<file path="src/rtl/bitstream_decoder_125.sv">
// bitstream_decoder_125: counts ones per 125-sample window, with a base-5 radical-inverse phase and a valid/ready result.
module bitstream_decoder_125 #(
    parameter int WINDOW   = 125,
    parameter int OUTWIDTH = 7
) (
    input  logic                clk,
    input  logic                rst,
    input  logic                in_valid,
    input  logic                in_bit,
    input  logic                sync,
    input  logic                out_ready,
    output logic                out_valid,
    output logic [OUTWIDTH-1:0] out_data,
    output logic [OUTWIDTH-1:0] phase,
    output logic                overrun
);
    logic [2:0] d0, d1, d2;
    logic [OUTWIDTH-1:0] acc, pos, sum;
    logic accept, last;
    assign accept = in_valid & ~sync;
    assign pos = OUTWIDTH'(d0) + OUTWIDTH'(d1) * OUTWIDTH'(5) + OUTWIDTH'(d2) * OUTWIDTH'(25);
    // Digit weights reversed relative to pos: the radical inverse.
    assign phase = OUTWIDTH'(d2) + OUTWIDTH'(d1) * OUTWIDTH'(5) + OUTWIDTH'(d0) * OUTWIDTH'(25);
    assign last = accept && pos == OUTWIDTH'(WINDOW - 1);
    assign sum = acc + OUTWIDTH'(in_bit);
    always_ff @(posedge clk) begin
        if (rst) begin
            d0 <= '0;
            d1 <= '0;
            d2 <= '0;
            acc <= '0;
            out_data <= '0;
            out_valid <= 1'b0;
            overrun <= 1'b0;
        end else begin
            if (sync) begin
                d0 <= '0;
                d1 <= '0;
                d2 <= '0;
                acc <= '0;
            end else if (in_valid) begin
                d0 <= d0 == 3'd4 ? 3'd0 : d0 + 3'd1;
                if (d0 == 3'd4) d1 <= d1 == 3'd4 ? 3'd0 : d1 + 3'd1;
                if (d0 == 3'd4 && d1 == 3'd4) d2 <= d2 == 3'd4 ? 3'd0 : d2 + 3'd1;
                acc <= last ? '0 : sum;
            end
            if (last) begin
                out_data <= sum;
                out_valid <= 1'b1;
                overrun <= overrun | (out_valid & ~out_ready);
            end else if (out_ready) begin
                out_valid <= 1'b0;
            end
        end
    end
endmodule

</file>
<file path="config.mk">
export PLATFORM = sky130hd
export DESIGN_NAME = bitstream_decoder_125
export DESIGN_NICKNAME = d
export VERILOG_FILES = /design/src/rtl/bitstream_decoder_125.sv
export SDC_FILE = /design/constraint.sdc
export NUM_CORES = 1
export LEC_CHECK = 0
export CORE_MARGIN = 1.5
export CORE_UTILIZATION = 61
export CTS_CLUSTER_SIZE = 25
export DETAILED_ROUTE_END_ITERATION = 8
export GPL_TIMING_DRIVEN = 0
export MAX_ROUTING_LAYER = met4
export PLACE_DENSITY = 0.95
export SLEW_MARGIN = 10
export SYNTH_ARGS = -nofsm -noshare
export SYNTH_HDL_FRONTEND = slang
export SYNTH_SLANG_ARGS = --single-unit
</file>
<file path="constraint.sdc">
create_clock -name clk -period 5.3 [get_ports clk]
set_clock_uncertainty 0.05 [all_clocks]
set_input_delay 1.325 -clock clk [delete_from_list [all_inputs] [get_ports clk]]
set_output_delay 1.325 -clock clk [all_outputs]
set_load 0.03 [all_outputs]
</file>
After elaboration in Yosys (flattened, before gate mapping). Index checks and enable logic that the tools add are counted.

Add/sub/neg operators: 8. $mul: 3. Equal/unequal tests: 4. Muxes and demuxes: 6. Bitwise operators: 5. Reductions and logical operators: 6.

Operator list (number): adder 3 x 6 -> 7 bit (2); adder 7 bit (2); multiplier 3 x 5 -> 7 bit (second input constant) (2); adder 3 x 1 -> 3 bit (second input constant) (3); equality test 3 bit (second input constant) (3); two-way mux 3 bit (3); adder 7 x 1 -> 7 bit (1); equality test 7 bit (second input constant) (1); two-way mux 7 bit (1); multiplier 3 x 3 -> 6 bit (second input constant) (1); AND reduction 2 bit (2); AND 1 bit (2); logical AND 1 bit (2); two-way mux 1 bit (2); inverter 1 bit (2); nonzero test 2 bit (1); OR reduction 2 bit (1); OR 1 bit (1).

Flip-flop bits (word level): 25. Input port bits: 6. Output and inout bits: 16. Logic and storage cells: 39.

Depth between registers and ports, before layout.
Depth in word-level cells: 6. Mapped depth: 13. Gate-level depth less buffers: 12.

Worst setup path before layout. OpenSTA, ideal clock, no wires.

Path type: register to output. Start: register d1[0]. End: output port phase[6]. Arrival time: 2561 ps. Setup slack: 1364 ps. Cell stages (with the launch flop): 10. Cells stage by stage: dfxtp_1 > ha_1 > ha_1 > ha_1 > ha_1 > ha_1 > a21oi_1 > o21bai_1 > a21oi_1 > xnor2_1.

Word-level cells in the longest chain between the ends: 3.

RTL lines: start: declaration (line 17) `logic [2:0] d0, d1, d2;`; start signal: assignment (line 43) `if (d0 == 3'd4) d1 <= d1 == 3'd4 ? 3'd0 : d1 + 3'd1;`; multiplier 3 x 3 -> 6 bit (line 23) `assign phase = OUTWIDTH'(d2) + OUTWIDTH'(d1) * OUTWIDTH'(5) + OUTWIDTH'(d0) * OUTWIDTH'(25);`; adder 3 x 6 -> 7 bit (line 23); adder 7 bit (line 23); end: declaration (line 14) `output logic [OUTWIDTH-1:0] phase,`.

No other way between the ends.

Worst setup path after layout. Same ends and word-level chain as after synthesis.

==> summary.md <==
| Metric | Value |
|---|---|
| Outcome | completed |
| WL met3 | 170 µm |
| Post-Layout Inst Area | 0.00223 mm² |
| Fmax | 0.199 GHz |
| Buffers inserted by post-CTS timing repair | 0 |
| Cts bufs inserted | 3 |
| Top Layer Used | met4 |
| Comb power frac | 9.7% |
| Synth Cell Area | roughly 0.0019 mm² |
| Number of fill cells in the layout | 223 |
| Routed len/inst | 13.8 µm |
| Cell Pwr Density | 138 mW/mm² |
| Switch share | 24.7% |
| Die area | between 0.003 and 0.004 mm² |
| Crit start category | flop |
| Vias in the first global route | 1528 |
| Ys flop type | dfxtp_1 |
| Synth async-reset ratio | 0% |
| EDFF count, synth | 0 |
| Die Y | 59.5 µm |
| Setup_tns | 0 ns |
| Net count, final | 281 |
| Max FO, Critical Path | 5 |
| Worst-Margin Slew | between 0.6 and 0.7 ns |
| Critical Path End Type | primary output |
| Share of cells above drive strength 1 | 4.66% |
| Max_slew headroom | a little under three fifths |
| Clk root buf | clkbuf_4 |
| Routability cong. | 0.864 |
| WP data required | 3.92 ns |
| Core Rows | 20 |
| # diodes | 0 |
| P_sw | 76.0 µW |
| DP HPWL | 3090 µm |
| CTS H-tree depth | 1 |
| Initial antenna violation count | 0 |
| Remaining DRCs | 0 |
| RSZ-0062 raised after global routing | no |
| CTS tree | done |
| TritonCTS Sinks | 25 |
| Critical Path AT | 3.64 ns |
| Reg power frac | about 62% |
| Unique masters post-synth | 34 |
| First-pass GRT wire length | 6710 µm |
| Total core area | 0.00305 mm² |
| Net Count, Synth | 256 |
| Post-CTS Resized | 0 |
| M1 wire length | 1760 µm |
| Syn Inst Count | 212 |
| Clock buffer depth | 2 |
| Clock transition at the registers of the reported paths | 0.13 ns |
| YS warnings | 0 |
| Initial Utilization | 63.8% |
| Worst min path class | reg -> reg |
| Placed Area | 0.00220 mm² |
| Total GRT Usage | roughly 26% |
| Vias per cell | 5.55 |
| Clock power share | approximately 29% |
| Die X | slightly below 60 µm |
| Setup Crit Path Kind | reg -> out |
| Synth-to-Final Area Change | 14.5% |
| Post-route ant nets | 0 |
| Vias | 1555 |
| Synth Area per Inst | 9.19 µm² |
| Yosys reg bits | 25 |
| Drt first pass iters | 4 |
| DRT iter0 DRCs | 39 |
| Max_cap viols | 0 |
| Peak supply drop | between 0.15 and 0.2 mV |
| Total gr overflow | 0 |
| Fin. Hold Viols | 0 |
| Wire length on met2 | around 1900 µm |
| Final WL | roughly 3900 µm |
| Ports | 22 |
| Final worst-path cycle share | 94.6% |
| Largest net degree at the start of global routing | 14 |
| Int Power | 232 µW |
| IO buf count | 20 |
| Leakage | 0.963 nW |
| Clock latency on the worst-skew pair | 0.33 ns |
| Register area share after synthesis | between 20% and 30% |
| Final Slew Violations | 0 |
| Post-route minimum period | 5.01 ns |
| CTS Hold Bufs | 0 |
| Endpoints failing setup | 0 |
## cell families (layout without fill, tap and decap cells)
kind of cell / Yosys count / count (layout) / share of synthesized area, %
buffers and inverters: 27 / 51 / 5.97
adders and majority gates: 38 / 38 / 26.3
muxes: 4 / 4 / 2.06
AOI/OAI and AO/OA: 42 / 42 / 15.9
xor gates and xnor gates: 19 / 19 / 8.54
DFF: 25 / 25 / 25.7
and+or+nand+nor: 57 / 57 / 15.5
## cell type report
class                           instances  area (µm²)  share of cell area (%)
Multi-Input combinational cell        160        1330                    59.7
Inverter                               20        75.1                    3.37
Tap cell                               44        55.1                    2.47
Timing Repair Buffer                   20         200                    8.98
Buffer                                  7        41.3                    1.85
Sequential cell                        25         500                    22.4
Clock buffer                            4        26.3                    1.18
## sequential cells by signal, indices dropped and copies added, names as in the netlist
name       cells
overrun        1
acc            7
out_valid      1
d2             3
out_data       7
d0             3
d1             3
## final timing paths
check                           cells after the start  slack [ns]     endpoint        start
worst max-delay path                               10        0.29     phase[6]        d1[0]
worst min-delay path                                2        0.42  out_data[2]  out_data[2]
worst min register to register                      2        0.42  out_data[2]  out_data[2]
worst max register to register                     11        1.61  out_data[3]        d1[0]
## power groups by stage
stage	logic (mW)	registers, mW	clock network (mW)
after floorplan	0.0196	0.194	0
after global placement	0.0291	0.194	0
after detailed placement	0.0301	0.194	0
after CTS	0.0302	0.190	0.0873
after global routing	0.0330	0.190	0.0937
final	0.0300	0.190	0.0880
## layout by cell type (no fill, tap or decap), types with 2 or more instances in the layout
cell type        count
a2111oi_0            5
a211oi_1             7
a21o_1               3
a21oi_1              9
and2_1               2
and3_1               3
buf_6                2
clkbuf_1             5
clkbuf_4             3
clkdlybuf4s50_1     20
dfxtp_1             25
fa_1                 5
ha_1                33
inv_1               20
mux2i_1              4
nand2_1              5
nand2b_1             7
nand3_1             13
nand3b_1             3
nor2_1              18
nor3_1               2
o21ai_0              5
o21ai_1              3
o32ai_1              4
or2_2                2
xnor2_1             12
xor2_1               7
## synth_stat cells (2+ instances only)
cell | n | share of area, %
ha_1 | 33 | 21
dfxtp_1 | 25 | 26
inv_1 | 20 | 3.9
nor2_1 | 18 | 3.5
nand3_1 | 13 | 3.3
xnor2_1 | 12 | 5.4
a21oi_1 | 9 | 2.3
a211oi_1 | 7 | 2.7
nand2b_1 | 7 | 2.2
xor2_1 | 7 | 3.1
a2111oi_0 | 5 | 2.2
fa_1 | 5 | 5.1
nand2_1 | 5 | 0.96
o21ai_0 | 5 | 1.3
clkbuf_1 | 4 | 0.77
mux2i_1 | 4 | 2.1
o32ai_1 | 4 | 1.8
a21o_1 | 3 | 1.2
and3_1 | 3 | 0.96
nand3b_1 | 3 | 1.2
o21ai_1 | 3 | 0.77
and2_1 | 2 | 0.64
buf_6 | 2 | 1.2
nor3_1 | 2 | 0.51
or2_2 | 2 | 0.64
## critical path, cell delays in order, from the launching register on
cell	delay, ns
dfxtp_1	0.40
ha_1	0.25
ha_1	0.31
ha_1	0.29
ha_1	0.30
ha_1	0.33
a21oi_1	0.26
o21bai_1	0.13
a21oi_1	0.22
xnor2_1	0.14
clkdlybuf4s50_1	0.68
## routing by layer
metal / vias to the layer above / track usage (%)
met5: - / -
met1: 725 / 31.5
met3: 5 / 5.46
met4: 0 / 5.08
li1: 793 / -
met2: 32 / 43.5
## through the flow
| step | utilization, % | std cells | worst slack (ns) | hold slack [ns] | power [mW] |
|---|---|---|---|---|---|
| 6_report | 73.0 | 280 | 0.286 | 0.418 | 0.308 |
| 2_1_floorplan | - | 212 | 1.36 | 0.403 | 0.213 |
| 3_5_place_dp | 72.2 | 276 | 0.692 | 0.396 | 0.224 |
| 4_1_cts | 73.0 | 280 | 0.307 | 0.418 | 0.307 |
| 5_1_grt | 73.0 | 280 | 0.148 | 0.441 | 0.317 |
| 3_3_place_gp | 72.2 | 276 | 0.794 | 0.393 | 0.223 |
Note: power is estimated with default switching activity, not from simulation.
